**config.mk**
```make
export PLATFORM = sky130hd
export DESIGN_NAME = present_host_if_flat
export DESIGN_NICKNAME = d
export VERILOG_FILES = /design/src/rtl/present_host_if_if.sv /design/src/rtl/present_host_if.sv /design/src/flat_wrapper.sv
export SDC_FILE = /design/constraint.sdc
export NUM_CORES = 1
export LEC_CHECK = 0
export ABC_AREA = 1
export BUFFER_PORTS_ARGS = -buffer_cell sky130_fd_sc_hd__buf_2
export CORE_ASPECT_RATIO = 0.5
export CORE_MARGIN = 2
export CORE_UTILIZATION = 45
export CTS_CLUSTER_SIZE = 14
export DETAILED_ROUTE_END_ITERATION = 8
export HOLD_SLACK_MARGIN = 0.05
export PLACE_DENSITY = 0.68
export SYNTH_ARGS = -nofsm -noshare
export SYNTH_HDL_FRONTEND = slang
export SYNTH_SLANG_ARGS = --single-unit
```
**constraint.sdc**
```tcl
create_clock -name ck -period 2.6 [get_ports ck]
set_input_delay 0.26 -clock ck [delete_from_list [all_inputs] [get_ports ck]]
set_output_delay 0.26 -clock ck [all_outputs]
set_load 0.1 [all_outputs]
```
**src/rtl/present_host_if_if.sv**
```systemverilog
// Host-side streams of the PRESENT-80 load/unload stage.
// The write stream carries plaintext and key words into the block.
// The read stream carries ciphertext words back to the host.
interface present_host_if_if;
    logic        in_vld;
    logic        in_rdy;
    logic [15:0] in_dat;
    logic        out_vld;
    logic        out_rdy;
    logic [15:0] out_dat;

    // Host side: drives write words and read acceptance.
    modport master (
        output in_vld, in_dat, out_rdy,
        input  in_rdy, out_vld, out_dat
    );

    // Block side: accepts write words and presents ciphertext words.
    modport slave (
        input  in_vld, in_dat, out_rdy,
        output in_rdy, out_vld, out_dat
    );
endinterface

```
**src/rtl/present_host_if.sv**
```systemverilog
// present_host_if: load/unload stage around the PRESENT-80 round control.
// Sequence per block:
//   1. Collect nine 16-bit words: four plaintext words, then five key words,
//      most significant word first in each group.
//   2. Pulse sta for one cycle.
//   3. Wait for the core's crdy pulse, or time out after TMO cycles.
//   4. Stream the captured ciphertext out as four words, most significant first.
// Ready and valid toward the host are registered and depend on state only.
module present_host_if #(
    parameter int unsigned TMO = 40    // legal range 34..255
) (
    input  logic               ck,
    input  logic               rst,
    present_host_if_if.slave   host,
    output logic               busy,
    output logic               err,
    output logic               sta,
    output logic [63:0]        pt,
    output logic [79:0]        key,
    input  logic               crdy,
    input  logic [63:0]        ct
);

    typedef enum logic [1:0] {LOAD, START, WAIT, DRAIN} state_t;

    // The counter holds the number of WAIT cycles already spent without crdy.
    // The edge that would bring it to TMO is the timeout edge.
    localparam logic [7:0] TMO_LAST = 8'(TMO - 1);

    state_t      state;
    logic [3:0]  wc;
    logic [7:0]  tcnt;
    logic [63:0] cap;
    logic        in_rdy_q;
    logic        out_vld_q;
    logic [15:0] out_dat_q;
    logic        wait_done;

    assign host.in_rdy  = in_rdy_q;
    assign host.out_vld = out_vld_q;
    assign host.out_dat = out_dat_q;

    // WAIT ends on the core's ready pulse or on the timeout edge.
    // In both cases the ciphertext input is captured.
    assign wait_done = crdy || (tcnt == TMO_LAST);

    // Selects ciphertext word idx, most significant word first.
    function automatic logic [15:0] ct_word(input logic [63:0] v, input logic [1:0] idx);
        case (idx)
            2'd0:    return v[63:48];
            2'd1:    return v[47:32];
            2'd2:    return v[31:16];
            default: return v[15:0];
        endcase
    endfunction

    // Control FSM with all host- and core-facing outputs registered.
    // NOTE: every register here uses <= so each branch reads the pre-edge values
    // of state, wc and tcnt, regardless of statement order.
    always_ff @(posedge ck) begin
        if (rst) begin
            state     <= LOAD;
            wc        <= 4'd0;
            tcnt      <= 8'd0;
            cap       <= 64'd0;
            in_rdy_q  <= 1'b1;
            out_vld_q <= 1'b0;
            out_dat_q <= 16'd0;
            busy      <= 1'b0;
            err       <= 1'b0;
            sta       <= 1'b0;
            pt        <= 64'd0;
            key       <= 80'd0;
        end else begin
            case (state)
                LOAD: begin
                    if (host.in_vld) begin
                        // A new load begins, so the previous timeout no longer applies.
                        err <= 1'b0;
                        case (wc)
                            4'd0:    pt[63:48]  <= host.in_dat;
                            4'd1:    pt[47:32]  <= host.in_dat;
                            4'd2:    pt[31:16]  <= host.in_dat;
                            4'd3:    pt[15:0]   <= host.in_dat;
                            4'd4:    key[79:64] <= host.in_dat;
                            4'd5:    key[63:48] <= host.in_dat;
                            4'd6:    key[47:32] <= host.in_dat;
                            4'd7:    key[31:16] <= host.in_dat;
                            4'd8:    key[15:0]  <= host.in_dat;
                            default: ;
                        endcase
                        if (wc >= 4'd8) begin
                            wc       <= 4'd0;
                            state    <= START;
                            in_rdy_q <= 1'b0;
                            sta      <= 1'b1;
                            busy     <= 1'b1;
                        end else begin
                            wc <= wc + 4'd1;
                        end
                    end
                end

                START: begin
                    sta   <= 1'b0;
                    tcnt  <= 8'd0;
                    state <= WAIT;
                end

                WAIT: begin
                    if (wait_done) begin
                        if (!crdy) begin
                            err <= 1'b1;
                        end
                        cap       <= ct;
                        out_dat_q <= ct[63:48];
                        out_vld_q <= 1'b1;
                        busy      <= 1'b0;
                        wc        <= 4'd0;
                        state     <= DRAIN;
                    end else begin
                        tcnt <= tcnt + 8'd1;
                    end
                end

                DRAIN: begin
                    if (host.out_rdy) begin
                        if (wc[1:0] == 2'd3) begin
                            wc        <= 4'd0;
                            out_vld_q <= 1'b0;
                            in_rdy_q  <= 1'b1;
                            state     <= LOAD;
                        end else begin
                            wc        <= wc + 4'd1;
                            out_dat_q <= ct_word(cap, wc[1:0] + 2'd1);
                        end
                    end
                end

                default: state <= LOAD;
            endcase
        end
    end

endmodule

```
**src/flat_wrapper.sv**
```systemverilog
// flat-port wrapper written by rule: the top's interface ports become plain ports
module present_host_if_flat 
#(
    parameter int unsigned TMO = 40                          
)
  (ck, rst, busy, err, sta, pt, key, crdy, ct, host_in_vld, host_in_dat, host_out_rdy, host_in_rdy, host_out_vld, host_out_dat);
  present_host_if_if host_i ();
  input  logic ck;
  input  logic rst;
  output logic busy;
  output logic err;
  output logic sta;
  output logic [63:0] pt;
  output logic [79:0] key;
  input  logic crdy;
  input  logic [63:0] ct;
  input wire logic [$bits(host_i.in_vld)-1:0] host_in_vld;
  input wire logic [$bits(host_i.in_dat)-1:0] host_in_dat;
  input wire logic [$bits(host_i.out_rdy)-1:0] host_out_rdy;
  output wire logic [$bits(host_i.in_rdy)-1:0] host_in_rdy;
  output wire logic [$bits(host_i.out_vld)-1:0] host_out_vld;
  output wire logic [$bits(host_i.out_dat)-1:0] host_out_dat;
  assign host_i.in_vld = host_in_vld;
  assign host_i.in_dat = host_in_dat;
  assign host_i.out_rdy = host_out_rdy;
  assign host_in_rdy = host_i.in_rdy;
  assign host_out_vld = host_i.out_vld;
  assign host_out_dat = host_i.out_dat;
  present_host_if #(.TMO(TMO)) u_core (.ck(ck), .rst(rst), .host(host_i), .busy(busy), .err(err), .sta(sta), .pt(pt), .key(key), .crdy(crdy), .ct(ct));
endmodule
```
Word-level counts from Yosys, hierarchy flattened

Index checks and enable logic that the tools add are counted.

Bits in registers: 243
Output and inout port bits: 165
Word-level logic and storage cells: 112

Add/subtract/negate cells: 3
$lt $le $gt $ge: 1
Equality and inequality tests: 23
Mux-type cells: 37
Reduce and logical (&&, ||, !) cells: 29

Operator list:

| operator                                                                 | number |
|---|---|
| 16-bit 2-to-1 mux                                                        | 3 |
| 16-bit case mux with 3 select lines                                      | 1 |
| 16-bit case mux with 2 select lines                                      | 1 |
| 3-bit AND reduction                                                      | 10 |
| 4-bit 2-to-1 mux                                                         | 5 |
| 4-bit AND reduction                                                      | 5 |
| 4-bit by 3-bit == test with 1-bit output (second input constant)         | 4 |
| 8-bit case mux with 2 select lines                                       | 1 |
| 1-bit 2-to-1 mux                                                         | 13 |
| 4-bit case mux with 3 select lines                                       | 1 |
| 2-bit 2-to-1 mux                                                         | 5 |
| 2-bit inequality test (second input constant)                            | 5 |
| 1-bit case mux with 2 select lines                                       | 5 |
| 5-bit AND reduction                                                      | 2 |
| 2-bit nonzero test                                                       | 5 |
| 8-bit by 1-bit adder with 8-bit output (second input constant)           | 1 |
| 2-bit == test (second input constant)                                    | 4 |
| 4-bit by 2-bit == test with 1-bit output (second input constant)         | 2 |
| 8-bit by 6-bit == test with 1-bit output (second input constant)         | 1 |
| 8-bit 2-to-1 mux                                                         | 1 |
| 2-bit case mux with 4 select lines                                       | 1 |
| 2-bit by 1-bit inequality test with 1-bit output (second input constant) | 3 |
| 4-bit by 1-bit adder with 4-bit output (second input constant)           | 1 |
| 2-bit by 1-bit == test with 1-bit output (second input constant)         | 2 |
| 9 further kinds                                                          | 11 |

Longest topological paths before layout

Gate-level depths: netlist of the first run.

Depth after elaboration: 6
Gate-level depth with buffers: 10
Mapped depth without buffers: 9

Least setup slack after synthesis of the first run

Ideal clock, no wire load.

Path kind: flip-flop to flip-flop
Start point: register u_core.wc[0]
End point: register u_core.out_dat_q[10] (netlist: u_core.host.out_dat[10])
Setup time: 64 ps
Arrival time: 1520 ps
Data required time: 2536 ps
Slack: 1016 ps
Stages on the path, launching flop included: 10
Path buffers: 2
Period minus slack after synthesis: 1584 ps
Cell sequence: dfxtp_1 -> inv_1 -> ha_1 -> clkbuf_1 -> inv_1 -> buf_2 -> nand2_1 -> a21oi_1 -> nor2_1 -> nor2_1

Word-level cells in the longest chain between the ends: 6
Elaborated cells between the ends (all ways): 11

RTL lines:

| item                                        | line                   | source |
|---|---|---|
| from (decl)                                 | present_host_if.sv:31  | `logic [3:0] wc;` |
| from (signal assigned)                      | present_host_if.sv:99  | `wc <= wc + 4'd1;` |
| from (signal assigned)                      | present_host_if.sv:134 | `wc <= wc + 4'd1;` |
| 2-bit by 1-bit adder with 2-bit output      | present_host_if.sv:135 | `out_dat_q <= ct_word(cap, wc[1:0] + 2'd1);` |
| 2-bit == test, or another cell as far along | present_host_if.sv:49  | `case (idx)` |
| 16-bit case mux with 3 select lines         | present_host_if.sv:49  |  |
| 16-bit 2-to-1 mux                           | present_host_if.sv:128 | `if (wc[1:0] == 2'd3) begin` |
| 16-bit 2-to-1 mux                           | present_host_if.sv:127 | `if (host.out_rdy) begin` |
| 16-bit case mux with 2 select lines         | present_host_if.sv:75  | `case (state)` |
| to (signal assigned)                        | present_host_if.sv:116 | `out_dat_q <= ct[63:48];` |
| to (signal assigned)                        | present_host_if.sv:135 |  |
| to (decl)                                   | present_host_if.sv:36  | `logic [15:0] out_dat_q;` |

Parallel ways exist; a longest one is shown, timed or not. The select of a mux whose other input is x is not followed.
A chain may end at the register's enable or synchronous reset.

Worst setup path in the final report of the first run

Start point: register u_core.state[0]
End point: register u_core.pt[7]

Word-level cells in the longest chain between the ends: 2

RTL lines:

| item                          | line                   | source |
|---|---|---|
| from (decl)                   | present_host_if.sv:30  | `state_t state;` |
| from (signal assigned)        | present_host_if.sv:62  | `state <= LOAD;` |
| from (signal assigned)        | present_host_if.sv:94  | `state <= START;` |
| from (signal assigned)        | present_host_if.sv:107 | `state <= WAIT;` |
| 2-bit logical NOT             | present_host_if.sv:75  |  |
| 3-bit AND reduction (no line) | -                      |  |
| to (signal assigned)          | present_host_if.sv:84  | `4'd3: pt[15:0] <= host.in_dat;` |
| to (decl)                     | present_host_if.sv:18  | `output logic [63:0] pt,` |

No other way between the ends.

==> metrics.log, run 1 <==
INFO  metric nets = 1,716
INFO  metric grt_pass1_vias = 9,208
INFO  metric critical_path.top_delay_family = simple AND/OR/NAND/NOR gates
INFO  metric tightest_slew = 0.6283 ns
INFO  metric total_clock_sinks = 243
INFO  metric timing.critical_path.buf_inv = 2
INFO  metric powerDensity = 1047 nW/um^2
INFO  metric timing.final.crit_period = 2.010 ns
INFO  metric grt_antenna_before_repair = 0
INFO  metric postSynthNetCount = 1,449
INFO  metric drc = 0
INFO  metric netlist_area = 10,440 sq um
INFO  metric netlist.top_cell.by_area = dfxtp_1
INFO  metric hold_path_class = in -> reg
INFO  metric fin_hold_viols = 0
INFO  metric rows = 39
INFO  metric floorplan.io_pins = 250
INFO  metric first_pass_iters = 5
INFO  metric timing.clock.skew = 0.006307 ns
INFO  metric cp_launch_type = flip-flop
INFO  metric fin_setup_tns = 0 ns
INFO  metric worst_ir_drop_on_vdd = 0.6316 mV
INFO  metric cp_cell_sequence = inv_1 -> ha_1 -> nand2_4 -> nor2_4 -> nand2_2 -> clkinv_2 -> nor2_1 -> nor2_1
INFO  metric clock-root-buffer = clkbuf_16
INFO  metric die_w = 219.4 um
INFO  metric synth.ff_latch_count = 243
INFO  metric postRouteWirelength = 31.72 mm
INFO  metric global_route_wire_length_before_repair = 49.85 mm
INFO  metric global_route_usage_over_all_layers = 0.2551
INFO  metric syn-mean-instance-area = 7.735 sq um
INFO  metric slowest_delay = 0.39 ns
INFO  metric placeable_core_area = 22,790 sq um
INFO  metric violation_count_after_the_first_detailed_route_iteration = 791
INFO  metric numCtsBuffers = 23
INFO  metric yosysSeqAreaShare = 0.4659
INFO  metric vias = 9,852
INFO  metric dpl.hpwl = 21.55 mm
INFO  metric post_synth_main_area_contributors = dfxtp_1 47%, nor2_1 13%, nand2_1 7.2%
INFO  metric fillerInstances = 2,048
INFO  metric maxSlewViolCount = 0
INFO  metric synthesis.instances = 1,350
INFO  metric yosys.area.top_type_share = 0.4659
INFO  metric mostFrequentLayoutCell = nor2_1
INFO  metric critical_path_s_most_frequent_cell = nor2_1
INFO  metric cts_max_path_buffers = 3
INFO  metric setup_viol = 0
INFO  metric ys_types = 34
INFO  metric total_of_warnings_raised_by_yosys = 0
INFO  metric largest_net_degree_at_the_start_of_global_routing = 66
INFO  metric cp.arrival = 2.42 ns
INFO  metric floorplan.die_area = 24,510 sq um
INFO  metric placedInstanceArea = 11,710 sq um
INFO  metric htree_num_levels = 1
INFO  metric initial_utilization = 0.4582
INFO  metric post_route_cells_drive_above_1_share = 0.2687
INFO  metric data_required_critical_path = 3.01 ns
INFO  metric syn2layout_area_growth = 25.41%
INFO  metric cp_slowest_cell = dfxtp_1
INFO  metric timing.critical_path.to_type = flip-flop
INFO  metric mostFrequentLayoutCells = 360 x nor2_1, 248 x buf_2, 243 x dfxtp_1
INFO  metric cp_max_fo = 17
INFO  metric avgViaCountPerCell = 5.086
INFO  metric timing.fmax = 0.4975 GHz
INFO  metric post-route-period-util = 0.7732
INFO  metric congestion_overflow_gr = 0
INFO  metric place_congestion = 0.8894
INFO  metric final_cell_area = 13,100 sq um
INFO  metric port-buffer-count = 249
INFO  metric postCtsSetupBuffers = 0
INFO  metric cts_tree = yes
INFO  metric timing.setup.critical_path_class = reg -> reg
INFO  metric worst_setup_hold_path_clk_slew = 0.06 ns
INFO  metric p_leak = 5.582 nW
INFO  metric slew-limit-headroom = 0.5811
INFO  metric antenna_cells = 0
INFO  metric routed_wire_length_per_instance = 16.38 um
INFO  metric die_height = 111.7 um
INFO  metric drv.max_cap_violation_count = 0
INFO  metric antenna_violating_nets_post_route = 0
INFO  metric clkLatencyLatePin = 0.52 ns
INFO  metric rsz0062_at_grt = false
INFO  metric outcome = finished, final reports clean
==> cell families after synthesis <==
family                     Yosys count  share of synthesized area
AOI/OAI and AO/OA                  265                     0.1457
adders and majority gates           14                    0.01677
and+or+nand+nor                    689                     0.3004
buffers and inverters              139                    0.07129
DFF                                243                     0.4659
==> power breakdown <==
group / switching [W] / internal [W] / total [W]
clock: 0.00144 / 0.00203 / 0.00347
combinational: 0.00468 / 0.00102 / 0.00570
sequential: 0.000327 / 0.00422 / 0.00455
==> final timing paths <==
path,startpoint,to,slack (ns),depth (start not counted)
setup / recovery,u_core.state[0],u_core.pt[7],0.59,8
hold / removal,host_in_vld,u_core.sta,0.09,3
setup reg to reg,u_core.state[0],u_core.pt[7],0.59,8
hold reg to reg,u_core.host.out_vld,u_core.host.out_vld,0.44,2
==> what timing repair did <==
action                                 4_1_cts  5_1_grt
endpoints found under the hold margin       62        0
gates resized for setup                      0        0
hold buffers                                62        0
==> metal layers <==
metal / track usage / routed length [um]
met1: 0.3357 / 13850
met2: 0.4269 / 14920
met3: 0.04044 / 1865
met4: 0.08739 / 1097
met5: 0 / 0
==> cell usage after synthesis (all sizes together) <==
cell    number
nand3       98
nand3b       1
and2         1
nand2      215
nand4        4
a31oi        1
nor3         2
clkbuf      39
inv         53
a221oi       1
dfxtp      243
clkinv       3
o21ai      151
a22oi        1
a21oi      111
nor2       368
buf         44
ha          14
==> per-stage QoR <==
step	power [W]	utilization	instances	setup WS, ns	hold WS (ns)
2_1_floorplan	0.009250	-	1350	1.016	0.4084
3_3_place_gp	0.01018	0.5140	1837	0.6698	0.4324
3_5_place_dp	0.01024	0.5140	1837	0.5807	0.4342
4_1_cts	0.01379	0.5747	1937	0.5785	0.06734
5_1_grt	0.01428	0.5747	1937	0.3943	0.08798
6_report	0.01371	0.5747	1937	0.5898	0.08850
==> tightest hold or removal path: stages <==
cell and delay (ns):
buf_2 0.13, nand3_1 0.08, a221oi_1 0.07
==> cell type report <==
| class | instances | area (sq um) | share of cell area |
|---|---|---|---|
| tap | 307 | 384.1 | 0.02933 |
| sequential | 243 | 4865 | 0.3715 |
| inverter | 56 | 215.2 | 0.01643 |
| clock inverter | 9 | 123.9 | 0.009458 |
| clock buffer | 29 | 638.1 | 0.04872 |
| multi-input combinational | 968 | 4846 | 0.3700 |
| timing repair buffer | 325 | 2024 | 0.1546 |
==> registers in the layout, indices dropped and copies added (netlist names), 2 cells and up <==
name                 count
u_core.host.out_dat     16
u_core.tcnt              8
u_core.state             2
u_core.wc                4
u_core.key              80
u_core.cap              64
u_core.pt               64
Power figures use the tool's default switching activity.
==> run 2, diff against run 1 <==
--- a/config.mk
+++ b/config.mk
@@ -13,7 +13,7 @@
 export CTS_CLUSTER_SIZE = 14
 export DETAILED_ROUTE_END_ITERATION = 8
 export HOLD_SLACK_MARGIN = 0.05
-export PLACE_DENSITY = 0.68
+export PLACE_DENSITY = 0.71
 export SYNTH_ARGS = -nofsm -noshare
 export SYNTH_HDL_FRONTEND = slang
 export SYNTH_SLANG_ARGS = --single-unit
==> constraint.sdc (replaced) <==
create_clock -name ck -period 1.8 [get_ports ck]
set_input_delay 0.18 -clock ck [delete_from_list [all_inputs] [get_ports ck]]
set_output_delay 0.18 -clock ck [all_outputs]
set_load 0.1 [all_outputs]
==> metrics.log, run 2 (synthesis gave the netlist of run 1 again) <==
INFO  metric outcome = finished, final reports clean
INFO  metric floorplan.die_area = 24,510 sq um (unchanged)
INFO  metric worst_setup_hold_path_clk_slew = 0.06 ns (about the same)
INFO  metric timing.clock.skew = 0.01284 ns (+0.006535 ns)
INFO  metric report.power.total = 0.01983 W (+45%)
INFO  metric multi_input_area = 4927 sq um (+1.7%)
INFO  metric congestion_overflow_gr = 0 (unchanged)
INFO  metric fillerInstances = 2,022 (-1.3%)
INFO  metric antenna_cells = 0 (unchanged)
INFO  metric mostFrequentLayoutCells = 358 x nor2_1, 248 x buf_2, 241 x dfxtp_1
INFO  metric dpl.hpwl = 21.66 mm (+0.50%)
INFO  metric drc = 0 (unchanged)
INFO  metric powerDensity = 1477 nW/um^2 (+41%)
INFO  metric antenna_violating_nets_post_route = 0 (unchanged)
INFO  metric violation_count_after_the_first_detailed_route_iteration = 881 (+11%)
INFO  metric timing.critical_path.to_type = flip-flop
INFO  metric clock-root-buffer = clkbuf_16
INFO  metric die_height = 111.7 um (unchanged)
INFO  metric global_route_usage_over_all_layers = 0.2570 (+0.001899)
INFO  metric cts_tree = yes
INFO  metric worst_ir_drop_on_vdd = 1.169 mV (+85%)
INFO  metric numCtsBuffers = 23 (unchanged)
INFO  metric timing.final.crit_period = 1.730 ns (-0.2806 ns)
INFO  metric largest_net_degree_at_the_start_of_global_routing = 71 (+7.6%)
INFO  metric nets = 1,738 (+1.3%)
INFO  metric syn2layout_area_growth = 28.54%
INFO  metric final.hold.worst_slack = 0.06522 ns (-0.02328 ns)
INFO  metric grt_antenna_before_repair = 0 (unchanged)
INFO  metric data_required_critical_path = 2.26 ns (-0.75 ns)
INFO  metric final_cell_area = 13,420 sq um (+2.5%)
INFO  metric mostFrequentLayoutCell = nor2_1
INFO  metric routed_wire_length_per_instance = 16.70 um (+2.0%)
INFO  metric vias = 10,020 (+1.7%)
INFO  metric slew-limit-headroom = 0.6346 (+0.05350)
INFO  metric clkLatencyLatePin = 0.52 ns (about the same)
INFO  metric initial_utilization = 0.4582 (unchanged)
INFO  metric timing.fmax = 0.5781 GHz (+16%)
INFO  metric grt_pass1_vias = 9,402 (+2.1%)
INFO  metric place_congestion = 0.8429 (-5.2%)
INFO  metric rows = 39 (unchanged)
INFO  metric top_reg_by_flops = u_core.key
INFO  metric reg_top3 = u_core.key (80), u_core.cap (64), u_core.pt (64)
INFO  metric hold_path_class = in -> reg
INFO  metric avgViaCountPerCell = 5.118 (+0.63%)
INFO  metric final-seq-area = 4867 sq um (about the same)
INFO  metric placedInstanceArea = 11,930 sq um (+1.8%)
INFO  metric die_w = 219.4 um (unchanged)
INFO  metric cp.arrival = 2.19 ns (-0.23 ns)
INFO  metric maxSlewViolCount = 0 (unchanged)
INFO  metric timing.setup.critical_path_class = reg -> reg
INFO  metric p_leak = 5.701 nW (+2.1%)
INFO  metric drv.max_cap_violation_count = 0 (unchanged)
INFO  metric cp_launch_type = flip-flop
INFO  metric htree_num_levels = 1 (unchanged)
INFO  metric post_route_cells_drive_above_1_share = 0.2816 (+0.01294)
INFO  metric fin_hold_viols = 0 (unchanged)
INFO  metric post-route-period-util = 0.9609 (+0.1878)
INFO  metric cp_max_fo = 16 (-1)
INFO  metric finalNonFillerCells = 1,958 (+1.1%)
INFO  metric total_clock_sinks = 243 (unchanged)
INFO  metric rsz0062_at_grt = true
INFO  metric port-buffer-count = 249 (unchanged)
INFO  metric placeable_core_area = 22,790 sq um (unchanged)
INFO  metric cts_max_path_buffers = 3 (unchanged)
INFO  metric postRouteWirelength = 32.71 mm (+3.1%)
INFO  metric setup_viol = 0 (unchanged)
INFO  metric tightest_slew = 0.5519 ns (-0.07646 ns)
INFO  metric largest_register_ffs = 80 (unchanged)
INFO  metric first_pass_iters = 5 (unchanged)
INFO  metric floorplan.io_pins = 250 (unchanged)
INFO  metric dp_cells = 1,852 (+0.82%)
INFO  metric global_route_wire_length_before_repair = 49.95 mm (+0.21%)
-- run 2: cell count changes in the layout (fill, tap and decap cells not counted), sizes merged --
cell | previous run | this run
buf | 263 | 279
clkbuf | 29 | 34
clkinv | 7 | 3
dlygate4sd3 | 62 | 66
bufinv | 3 | 0
nand3 | 98 | 100
clkinvlp | 0 | 1
-- run 2: final timing paths --
kind                       start                       to  cells past startpoint  slack [ns]
max                 u_core.wc[0]  u_core.host.out_dat[10]                      9        0.07
min                          rst       u_core.host.in_rdy                      3        0.07
max reg2reg         u_core.wc[0]  u_core.host.out_dat[10]                      9        0.07
min reg2reg  u_core.host.out_vld      u_core.host.out_vld                      2        0.44
-- run 2: layout make-up --
type | instances | share of cell area
Sequential cell | 243 | 0.3626
Timing Repair Buffer | 345 | 0.1714
Tap cell | 307 | 0.02862
Clock inverter | 3 | 0.001678
Multi-Input combinational cell | 970 | 0.3671
Inverter | 56 | 0.01818
Clock buffer | 34 | 0.05043
-- run 2: metrics by stage --
| step | setup WS [ns] | setup TNS, ns | utilization |
|---|---|---|---|
| 2_1_floorplan | 0.2162 | 0 | - |
| 3_3_place_gp | 0.03172 | 0 | 0.5234 |
| 3_5_place_dp | -0.02753 | -0.08245 | 0.5234 |
| 4_1_cts | 0.001809 | 0 | 0.5835 |
| 5_1_grt | -0.01063 | -0.03199 | 0.5890 |
| 6_report | 0.07033 | 0 | 0.5890 |
-- run 2: power by group --
| group | leakage, nW | switching (W) | internal [W] |
|---|---|---|---|
| logic | 3.39 | 0.00689 | 0.00170 |
| registers | 1.97 | 0.000463 | 0.00610 |
| clock network | 0.345 | 0.00209 | 0.00259 |
-- run 2: per-layer routing --
metal / GRT usage / wire length (um) / part of all wire
met1: 0.3264 / 13740 / 0.42
met2: 0.4431 / 15980 / 0.49
met3: 0.04754 / 2007 / 0.061
met4: 0.08018 / 981 / 0.030
met5: 0 / 0 / 0
-- run 2: repair_timing --
action	4_1_cts	5_1_grt
resized for setup	3	31
pin swaps	0	1
gates cloned	0	2
endpoints found under the hold margin	66	0
buffers inserted	0	1
setup endpoints to repair	14	148
hold buffers	66	0
-- run 2: critical path, stage by stage, from the launching register on --
cell     delay, ns
dfxtp_2       0.37
inv_1         0.16
ha_1          0.23
buf_12        0.16
nand2_1       0.09
nand3_1       0.09
nand2_1       0.07
a21oi_1       0.27
nor2_1        0.11
nor2_1        0.11
==> run 3, diff against run 2 <==
--- a/config.mk
+++ b/config.mk
@@ -5,11 +5,11 @@
 export SDC_FILE = /design/constraint.sdc
 export NUM_CORES = 1
 export LEC_CHECK = 0
-export ABC_AREA = 1
 export BUFFER_PORTS_ARGS = -buffer_cell sky130_fd_sc_hd__buf_2
 export CORE_ASPECT_RATIO = 0.5
 export CORE_MARGIN = 2
 export CORE_UTILIZATION = 45
+export CTS_BUF_LIST = sky130_fd_sc_hd__clkbuf_4 sky130_fd_sc_hd__clkbuf_8
 export CTS_CLUSTER_SIZE = 14
 export DETAILED_ROUTE_END_ITERATION = 8
 export HOLD_SLACK_MARGIN = 0.05
==> metrics.log, run 3 <==
INFO  metric finalNonFillerCells = 1,857 (-5.2%)
INFO  metric cts_tree = yes
INFO  metric synth.ff_latch_count = 243 (unchanged)
INFO  metric postSynthNetCount = 1,326 (-8.5%)
INFO  metric worst-r2r-setup-slack = 0.01 ns (-0.06 ns)
INFO  metric congestion_overflow_gr = 0 (unchanged)
INFO  metric netlist.top_cell.by_area = dfxtp_1
INFO  metric syn-mean-instance-area = 7.990 sq um (+3.3%)
INFO  metric dominant_combinational_cell_family_by_area_after_synthesis = compound AO/OA/AOI/OAI gates
INFO  metric violation_count_after_the_first_detailed_route_iteration = 1,103 (+25%)
INFO  metric floorplan.io_pins = 250 (unchanged)
INFO  metric largest_net_degree_at_the_start_of_global_routing = 74 (+4.2%)
INFO  metric placeable_core_area = 21,540 sq um (-5.5%)
INFO  metric numCtsBuffers = 36 (+57%)
INFO  metric finalWorstSetupSlack = 0.01056 ns (-0.05977 ns)
INFO  metric final.hold.worst_slack = 0.09869 ns (+0.03347 ns)
INFO  metric post_synth_main_area_contributors = dfxtp_1 50%, nand2_1 13%, a21oi_1 11%
INFO  metric fillerInstances = 1,856 (-8.2%)
INFO  metric die_w = 212.7 um (-3.1%)
INFO  metric yosys.cell_count.top_type = nand2_1
INFO  metric place_congestion = 0.9232 (+9.5%)
INFO  metric hold-path-endpoint = u_core.host.out_vld
INFO  metric htree_num_levels = 2 (+1)
INFO  metric synthAdderAreaFrac = 0.01787 (+0.001094)
INFO  metric setup_viol = 0 (unchanged)
INFO  metric global_route_usage_over_all_layers = 0.2672 (+0.01017)
INFO  metric whs_path_depth = 3 (unchanged)
INFO  metric synthesis.instances = 1,227 (-9.1%)
INFO  metric grt_antenna_before_repair = 1 (+1)
INFO  metric ys_types = 52 (+53%)
INFO  metric nets = 1,636 (-5.9%)
INFO  metric synth.area.mux_share = 0.004212 (+0.004212)
INFO  metric timing.fmax = 0.5588 GHz (-3.3%)
INFO  metric die_height = 108.4 um (-3.0%)
INFO  metric largest_register_ffs = 80 (unchanged)
INFO  metric synth_top_flop_cell = dfxtp_1
INFO  metric worst_hold_startpoint = host_out_rdy
INFO  metric drc = 0 (unchanged)
INFO  metric timing.clock.skew = 0.02574 ns (+0.01290 ns)
INFO  metric clkLatencyLatePin = 0.54 ns (+0.02 ns)
INFO  metric worst_setup_hold_path_clk_slew = 0.07 ns (about the same)
INFO  metric mostFrequentLayoutCell = nand2_1
INFO  metric total_of_warnings_raised_by_yosys = 0 (unchanged)
INFO  metric worst_ir_drop_on_vdd = 0.6350 mV (-46%)
INFO  metric total_clock_sinks = 243 (unchanged)
INFO  metric post_route_cells_drive_above_1_share = 0.2629 (-0.01879)
INFO  metric timing.final.crit_period = 1.789 ns (+0.05977 ns)
INFO  metric number_of_enable_flip_flop_cells_after_synthesis = 0 (unchanged)
INFO  metric hold_path_class = in -> reg
INFO  metric grt_pass1_vias = 9,540 (+1.5%)
INFO  metric powerDensity = 1115 nW/um^2 (-25%)
INFO  metric outcome = finished, final reports clean
INFO  metric maxSlewViolCount = 0 (unchanged)
INFO  metric data_required_critical_path = 2.20 ns (-0.06 ns)
INFO  metric clock-root-buffer = clkbuf_8
INFO  metric syn2layout_area_growth = 35.95%
INFO  metric p_leak = 5.401 nW (-5.3%)
INFO  metric routed_wire_length_per_instance = 17.81 um (+6.6%)
INFO  metric placement.setup.worst_slack = 0.002954 ns (+0.03048 ns)
INFO  metric rsz0062_at_grt = true
INFO  metric fin_hold_viols = 0 (unchanged)
INFO  metric cp.arrival = 2.19 ns (about the same)
INFO  metric timing.critical_path.to_type = flip-flop
INFO  metric avgViaCountPerCell = 5.509 (+7.6%)
INFO  metric dp_cells = 1,712 (-7.6%)
INFO  metric synth_compound_area_frac = 0.2244 (+0.07868)
INFO  metric cp_max_fo = 16 (unchanged)
INFO  metric synth_top_cells_by_count = 335 x nand2_1, 243 x dfxtp_1, 222 x a21oi_1, 91 x clkbuf_1, 83 x nand3_1
INFO  metric tightest_slew = 0.5439 ns (-0.007951 ns)
INFO  metric cp_launch_type = flip-flop
INFO  metric xor_xnor_portion_of_the_synthesized_cell_area = 0.0008934 (+0.0008934)
INFO  metric r2r_end = u_core.cap[44]
INFO  metric rows = 38 (-2.6%)
INFO  metric yosys.area_share.simple = 0.1990 (-0.1014)
INFO  metric mostFrequentLayoutCells = 335 x nand2_1, 248 x buf_2, 239 x dfxtp_1
INFO  metric timing.rr.start = u_core.tcnt[7]
INFO  metric cts_max_path_buffers = 3 (unchanged)
INFO  metric yosysSeqAreaShare = 0.4962 (+0.03038)
INFO  metric antenna_violating_nets_post_route = 0 (unchanged)
INFO  metric dpl.hpwl = 21.31 mm (-1.6%)
INFO  metric reg2reg_depth = 7 (-2)
INFO  metric first_pass_iters = 6 (+1)
INFO  metric fin_setup_tns = 0 ns (unchanged)
INFO  metric post-route-period-util = 0.9941 (+0.03321)
INFO  metric slew-limit-headroom = 0.6399 (+0.005264)
INFO  metric port-buffer-count = 249 (unchanged)
INFO  metric vias = 10,230 (+2.1%)
INFO  metric global_route_wire_length_before_repair = 49.09 mm (-1.7%)
INFO  metric reg_top3 = u_core.key (80), u_core.cap (64), u_core.pt (64)
INFO  metric top_reg_by_flops = u_core.key
INFO  metric floorplan.die_area = 23,050 sq um (-6.0%)
INFO  metric async_flop_share = 0 (unchanged)
INFO  metric report.power.total = 0.01487 W (-25%)
INFO  metric initial_utilization = 0.4552 (-0.003091)
INFO  metric drv.max_cap_violation_count = 0 (unchanged)
INFO  metric netlist_area = 9803 sq um (-6.1%)
INFO  metric yosys.area.top_type_share = 0.4962 (+0.03038)
INFO  metric timing.setup.critical_path_class = reg -> reg
INFO  metric postRouteWirelength = 33.08 mm (+1.1%)
[run 3: changes by cell type in the layout (fill, tap and decap cells not counted), moves of 50 or more]
cell | previous run | this run
nor2_1 | 358 | 5
a21oi_1 | 58 | 220
a21oi_2 | 53 | 2
o21ai_0 | 109 | 57
nand3_2 | 51 | 1
nand2_1 | 199 | 335
[run 3: how the worst max path moves through the flow]
stage | startpoint | to | slack (ns) | cells after the start
2_1_floorplan | u_core.wc[0] | u_core.key[10] | 0.001 | 8
4_1_cts | u_core.state[0] | u_core.wc[0] | 0.004 | 6
5_1_grt | u_core.tcnt[7] | u_core.cap[44] | -0.06 | 6
6_report | u_core.tcnt[7] | u_core.cap[44] | 0.01 | 7
3_3_place_gp | u_core.state[0] | u_core.wc[0] | 0.03 | 6
3_5_place_dp | u_core.state[0] | u_core.wc[0] | 0.003 | 6
[run 3: layer usage]
layer,vias up,track usage,share of wire
met4,0,0.1184,0.039
met5,-,0.008621,0
met2,404,0.4470,0.48
met3,85,0.05199,0.068
met1,4898,0.3374,0.42
li1,4843,-,-
[run 3: layout make-up]
type                    count  area [sq um]  share of cell area
well taps                 300         375.4             0.02816
flip-flops and latches    243          4875              0.3658
clock inverters             6         37.54            0.002816
clock buffers              51         664.4             0.04985
multi-input cells         854          4454              0.3342
diodes                      1         2.502           0.0001878
inverters                   9         36.28            0.002722
repair buffers            393          2883              0.2163
[run 3: timing repair]
item,4_1_cts,5_1_grt
pin swaps,0,14
gates cloned,0,5
resized for setup,3,35
hold buffers,81,0
endpoints found under the setup margin,2,164
hold endpoints to repair,226,0
buffers inserted,0,1
[run 3: cells by family after synthesis]
family | count (synthesis)
xor gates and xnor gates | 1
buffers and inverters | 130
DFF | 243
AOI/OAI and AO/OA | 375
and+or+nand+nor | 460
adders and majority gates | 14
muxes | 4
[run 3: per-stage QoR]
stage                       util  area, sq um
after global placement    0.5381        11590
after detailed placement  0.5381        11590
after floorplan                -         9814
after global routing      0.6188        13330
final                     0.6188        13330
after CTS                 0.6086        13110
[run 3: power breakdown]
group / leakage [nW] / switching [W] / total, W / internal [W]
Combinational: 3.07 / 0.00332 / 0.00453 / 0.00121
Clock: 0.363 / 0.00211 / 0.00448 / 0.00237
Sequential: 1.96 / 0.000181 / 0.00586 / 0.00568
Total: 5.40 / 0.00562 / 0.0149 / 0.00925
[run 3: worst max-delay path, cell delays in order (launching register included)]
cell     delay [ns]
dfxtp_1        0.34
nor4_4         0.40
buf_4          0.22
a21oi_4        0.06
buf_12         0.14
buf_12         0.15
o21ai_0        0.23
a21oi_1        0.12
